<file path="config.mk">
export PLATFORM = sky130hd
export DESIGN_NAME = prog_counter
export DESIGN_NICKNAME = d
export VERILOG_FILES = /design/src/rtl/prog_counter.sv
export SDC_FILE = /design/constraint.sdc
export NUM_CORES = 1
export LEC_CHECK = 0
export ABC_AREA = 0
export CORE_MARGIN = 4
export CORE_UTILIZATION = 54
export CTS_CLUSTER_DIAMETER = 40
export CTS_CLUSTER_SIZE = 40
export DETAILED_ROUTE_END_ITERATION = 8
export PLACE_DENSITY = 0.84
export SLEW_MARGIN = 20
export SYNTH_ARGS = -nofsm -noshare
export SYNTH_HDL_FRONTEND = slang
export SYNTH_HIERARCHICAL = 1
export SYNTH_SLANG_ARGS = --single-unit
export TNS_END_PERCENT = 10
</file>
<file path="constraint.sdc">
create_clock -name clk -period 6.1 [get_ports clk]
set_input_delay 1.525 -clock clk [delete_from_list [all_inputs] [get_ports clk]]
set_output_delay 1.525 -clock clk [all_outputs]
set_load 0.05 [all_outputs]
</file>
<file path="src/rtl/prog_counter.sv">
// prog_counter: programmable up/down counter with terminal value MAX,
// wrap or saturate behaviour, parallel load and an enable prescaler.
// With default parameters and up=1 it behaves as a free-running 18-bit
// up-counter. Includes a small companion checker for parameter legality
// and output invariants.

module prog_counter_chk #(
  parameter int WIDTH    = 18,
  parameter int MAX      = 262143,
  parameter int PRESCALE = 1
) (
  input logic             clk,
  input logic             rst,
  input logic [WIDTH-1:0] cntr,
  input logic             wrap
);
  // Largest value representable in WIDTH bits, computed in 64-bit signed.
  localparam longint LIMIT = (WIDTH >= 63) ? 64'sh7FFF_FFFF_FFFF_FFFF
                                           : ((64'sd1 <<< WIDTH) - 64'sd1);
  localparam bit PARAMS_OK = (WIDTH >= 1) && (MAX >= 1) &&
                             (longint'(MAX) <= LIMIT) && (PRESCALE >= 1);
  localparam logic [WIDTH-1:0] MAX_V  = WIDTH'(MAX);
  localparam logic [WIDTH-1:0] ZERO_V = {WIDTH{1'b0}};

  if (!PARAMS_OK) begin : g_param_err
    $error("prog_counter: illegal parameters WIDTH=%0d MAX=%0d PRESCALE=%0d",
           WIDTH, MAX, PRESCALE);
  end

  // Parameters must describe a legal counter for the whole run.
  a_params: assert property (@(posedge clk) PARAMS_OK);

  // The count never leaves the range 0..MAX.
  a_cntr_range: assert property (@(posedge clk) disable iff (!rst)
                                 (cntr <= MAX_V));

  // A wrap pulse is only ever shown alongside one of the two end values.
  a_wrap_value: assert property (@(posedge clk) disable iff (!rst)
                                 wrap |-> ((cntr == ZERO_V) || (cntr == MAX_V)));
endmodule

module prog_counter #(
  parameter int WIDTH    = 18,
  parameter int MAX      = 262143,
  parameter int PRESCALE = 1,
  parameter int SATURATE = 0
) (
  input  logic             clk,
  input  logic             rst,
  input  logic             en,
  input  logic             up,
  input  logic             load,
  input  logic [WIDTH-1:0] din,
  output logic [WIDTH-1:0] cntr,
  output logic             tc,
  output logic             wrap
);
  // Prescaler needs clog2(PRESCALE) bits, but never fewer than one.
  localparam int               PRE_W    = (PRESCALE > 1) ? $clog2(PRESCALE) : 1;
  localparam logic [WIDTH-1:0] MAX_V    = WIDTH'(MAX);
  localparam logic [WIDTH-1:0] ZERO_V   = {WIDTH{1'b0}};
  localparam logic [PRE_W-1:0] PRE_LAST = PRE_W'(PRESCALE - 1);
  localparam logic [PRE_W-1:0] PRE_ZERO = {PRE_W{1'b0}};
  localparam logic             SAT      = (SATURATE != 0);

  logic [WIDTH-1:0] r_cntr;
  logic [PRE_W-1:0] r_pre;
  logic             r_wrap;

  logic [WIDTH-1:0] w_load_val;
  logic [WIDTH-1:0] w_cntr_nxt;
  logic [PRE_W-1:0] w_pre_nxt;
  logic             w_wrap_nxt;
  logic             w_step;
  logic             w_at_max;
  logic             w_at_zero;

  // End-of-range detection, step qualification and load-value clamping.
  always_comb begin
    w_at_max  = (r_cntr == MAX_V);
    w_at_zero = (r_cntr == ZERO_V);
    w_step    = en && (r_pre == PRE_LAST);
    if (din > MAX_V) begin
      w_load_val = MAX_V;
    end else begin
      w_load_val = din;
    end
  end

  // Prescaler advance: load restarts the period, a completed period
  // restarts it too, otherwise each enabled edge moves it one further.
  always_comb begin
    w_pre_nxt = r_pre;
    if (load) begin
      w_pre_nxt = PRE_ZERO;
    end else if (w_step) begin
      w_pre_nxt = PRE_ZERO;
    end else if (en) begin
      w_pre_nxt = r_pre + PRE_W'(1'b1);
    end else begin
      w_pre_nxt = r_pre;
    end
  end

  // Next count and wrap pulse; load discards any coincident step.
  always_comb begin
    w_cntr_nxt = r_cntr;
    w_wrap_nxt = 1'b0;
    if (load) begin
      w_cntr_nxt = w_load_val;
      w_wrap_nxt = 1'b0;
    end else if (w_step && up) begin
      if (!w_at_max) begin
        w_cntr_nxt = r_cntr + WIDTH'(1'b1);
      end else if (SAT) begin
        w_cntr_nxt = MAX_V;
      end else begin
        w_cntr_nxt = ZERO_V;
        w_wrap_nxt = 1'b1;
      end
    end else if (w_step) begin
      if (!w_at_zero) begin
        w_cntr_nxt = r_cntr - WIDTH'(1'b1);
      end else if (SAT) begin
        w_cntr_nxt = ZERO_V;
      end else begin
        w_cntr_nxt = MAX_V;
        w_wrap_nxt = 1'b1;
      end
    end else begin
      w_cntr_nxt = r_cntr;
      w_wrap_nxt = 1'b0;
    end
  end

  // State registers with synchronous active-low reset overriding everything.
  always_ff @(posedge clk) begin
    if (!rst) begin
      r_cntr <= ZERO_V;
      r_pre  <= PRE_ZERO;
      r_wrap <= 1'b0;
    end else begin
      r_cntr <= w_cntr_nxt;
      r_pre  <= w_pre_nxt;
      r_wrap <= w_wrap_nxt;
    end
  end

  assign cntr = r_cntr;
  assign wrap = r_wrap;
  // Terminal count follows the live direction input, not a registered copy.
  assign tc   = (up && (r_cntr == MAX_V)) || (!up && (r_cntr == ZERO_V));

  prog_counter_chk #(
    .WIDTH    (WIDTH),
    .MAX      (MAX),
    .PRESCALE (PRESCALE)
  ) u_chk (
    .clk  (clk),
    .rst  (rst),
    .cntr (r_cntr),
    .wrap (r_wrap)
  );
endmodule
</file>
==> impl_metrics.env <==
export IMPL_crit_family="buffers and inverters"
export IMPL_core_um2=3078
export IMPL_fin_skew_ns=0.002250
export IMPL_grt_first_pass_wirelength_mm=9.577
export IMPL_rsz0062_at_grt="no"
export IMPL_first_pass_iters=6
export IMPL_dp_hpwl_mm=4.262
export IMPL_ctsHoldBuffers=0
export IMPL_gp_congestion=0.9513
export IMPL_synth_xor_area_share_pct=1.000
export IMPL_r2r_slack_ns=3.55
export IMPL_post_route_drc_count=0
export IMPL_fmax_ghz=0.2016
export IMPL_hp_start="r_pre"
export IMPL_ys_ff_latch=20
export IMPL_postSynthAreaPerCell_um2=7.035
export IMPL_met3_usage_pct=7.279
export IMPL_ys_seq_area_share_pct=22.86
export IMPL_via_per_inst=6.687
export IMPL_wl_per_cell_um=18.35
export IMPL_place_inst=316
export IMPL_drive_gt1_share_pct=3.636
export IMPL_setup_ws_ns=1.139
export IMPL_layout_cells_most_common="clkdlybuf4s50_1"
export IMPL_reg2reg_depth=7
export IMPL_setup_viol=0
export IMPL_crit_fanout=8
export IMPL_ys_types=48
export IMPL_tightest_slew_ns=0.9572
export IMPL_timing_max_cap_violations=0
export IMPL_slew_violations=0
export IMPL_grt_overflow=0
export IMPL_hold_depth=1
export IMPL_synthAdderAreaFrac_pct=1.429
export IMPL_p_leak_uw=0.0007435
export IMPL_synthArstFlopShare_pct=0
export IMPL_power_density_nw_per_um2=187.0
export IMPL_rows=20
export IMPL_final_antenna_net_count=0
export IMPL_nets=302
export IMPL_peakVddDrop_v=0.0001344
export IMPL_worstPathArrival_ns=3.44
export IMPL_final_cell_mix="clkdlybuf4s50_1, nand2_1, dfxtp_1"
export IMPL_synthCells=249
export IMPL_syn_area_um2=1752
export IMPL_die_area_um2=4219
export IMPL_cts_tree="yes"
export IMPL_initial_core_util_pct=56.91
export IMPL_drt_iter0_drc=266
export IMPL_synth_compound_area_share_pct=30.79
export IMPL_worstPathRequired_ns=4.58
export IMPL_finalCriticalPeriod_ns=4.961
export IMPL_worstPathCellList="clkdlybuf4s50_1 > nor2b_1 > nand4_1 > nand2_1 > clkdlybuf4s50_1"
export IMPL_stdcell_count=319
export IMPL_busiest_layer="met2"
export IMPL_yosys_warnings=6
export IMPL_synth_simple_area_share_pct=37.79
export IMPL_synth_edf_count=0
export IMPL_synth_top_family_by_area="simple AND/OR/NAND/NOR gates"
export IMPL_cp_slowest_stage_delay_ns=0.80
export IMPL_port_buffers=42
export IMPL_cts_repair_resized=0
export IMPL_min_period_over_period_pct=81.33
export IMPL_clk_pin_slew_ns=0.12
export IMPL_reg2reg_to="cntr[11]"
export IMPL_dp_slack_ns=1.145
export IMPL_grt_usage_pct=29.14
export IMPL_slew_headroom_pct=36.18
export IMPL_insertion_delay_ns=0.31
export IMPL_r2r_start="cntr[0]"
export IMPL_vias=2133
export IMPL_crit_path_top_delay_cell="clkdlybuf4s50_1"
export IMPL_crit_path_end_kind="output pin"
export IMPL_dominantRegCellSynth="dfxtp_1"
export IMPL_die_width_um=64.96
export IMPL_clock_path_buffers=2
export IMPL_grt_max_degree=23
export IMPL_hold_viol=0
export IMPL_h_tree_depth=1
export IMPL_path_class="input port to output pin"
export IMPL_start_kind="input port"
export IMPL_path_buf_inv=2
export IMPL_root_buffer="clkbuf_4"
export IMPL_wirelength_mm=5.854
export IMPL_worstHoldEndpoint="r_pre"
export IMPL_fin_util_pct=70.28
export IMPL_status="completed"
export IMPL_path_common_cell="clkdlybuf4s50_1"
export IMPL_antenna_found_initial=0
export IMPL_grt_met1_usage_pct=39.03
export IMPL_hold_path_class="register to register"
export IMPL_clock_sinks=20
export IMPL_synthesis_nets=274
export IMPL_postCtsSetupBuffers=0
export IMPL_grt_pass1_vias=1909
export IMPL_num_antenna_cells=0
export IMPL_setup_tns_ns=0
export IMPL_synth_area_mux_share_pct=0.5714
export IMPL_numCtsBuffers=3
export IMPL_gr_usage_met2_pct=45.47
export IMPL_die_height_um=64.96
export IMPL_area_growth_syn_to_layout_pct=23.50
export IMPL_ios=43
[cell type report]
| class | instances | area [µm²] |
|---|---|---|
| Tap cell | 44 | 55.05 |
| Fill cell | 275 | 914.6 |
| Sequential cell | 20 | 400.4 |
| Inverter | 3 | 11.26 |
| Timing Repair Buffer | 42 | 420.4 |
| Multi-Input combinational cell | 207 | 1254 |
| Clock buffer | 3 | 22.52 |
[cells in the mapped netlist (all sizes together) (2+ instances only)]
cell type	number	area (µm²)
a211o	3	26.28
a211oi	3	22.52
a21o	3	22.52
a21oi	19	95.09
a221o	2	20.02
a22o	4	35.03
a31o	4	35.03
a31oi	7	43.79
a32o	2	20.02
and2	4	25.02
and3	4	25.02
and4	4	35.03
buf	3	26.27
clkbuf	16	60.06
dfxtp	20	400.4
ha	2	25.02
inv	3	11.26
nand2	26	97.59
nand2b	7	43.79
nand3	14	70.07
nand4	5	31.28
nand4b	2	17.52
nor2	18	67.56
nor2b	8	50.05
nor3	7	35.03
nor4	9	56.30
o211ai	3	22.52
o21ai	18	90.09
o311ai	2	17.52
o31ai	5	37.54
or3	4	30.03
or4	4	33.78
xor2	2	17.52
[worst max path at each step]
stage	slack, ns	cells past startpoint	startpoint	to
after floorplan	2.32	3	up	tc
after global placement	1.20	5	up	tc
after detailed placement	1.14	5	up	tc
after CTS	1.14	5	up	tc
after global routing	1.0	5	up	tc
final	1.14	5	up	tc
[cells by family after synthesis]
kind of cell	after synthesis
xor gates and xnor gates	2
AOI/OAI and AO/OA	81
and+or+nand+nor	121
buffers and inverters	22
muxes	1
adders and majority gates	2
DFF	20
[sequential cells by signal, summed over array words and instances, names as in the netlist]
| signal | flops |
|---|---|
| cntr | 18 |
| r_pre | 1 |
| wrap | 1 |
[routing by layer]
metal	up-vias	wire, µm
li1	1004	-
met2	149	2673
met4	0	57
met5	-	0
met1	972	2474
met3	8	648
[per-stage QoR]
step / area [µm²] / power (µW) / hold WS [ns]
after floorplan: 1752 / 281.6 / 0.4788
after global placement: 2141 / 335.2 / 0.4991
after detailed placement: 2141 / 335.9 / 0.5062
after CTS: 2163 / 403.0 / 0.5239
after global routing: 2163 / 426.4 / 0.5513
final: 2163 / 404.6 / 0.5181
[power by group]
part	switching, µW	internal [µW]
clock network	44.6	23.1
registers	25.2	141
logic	104	66.8
No activity file was read; power rests on OpenSTA's default activity.
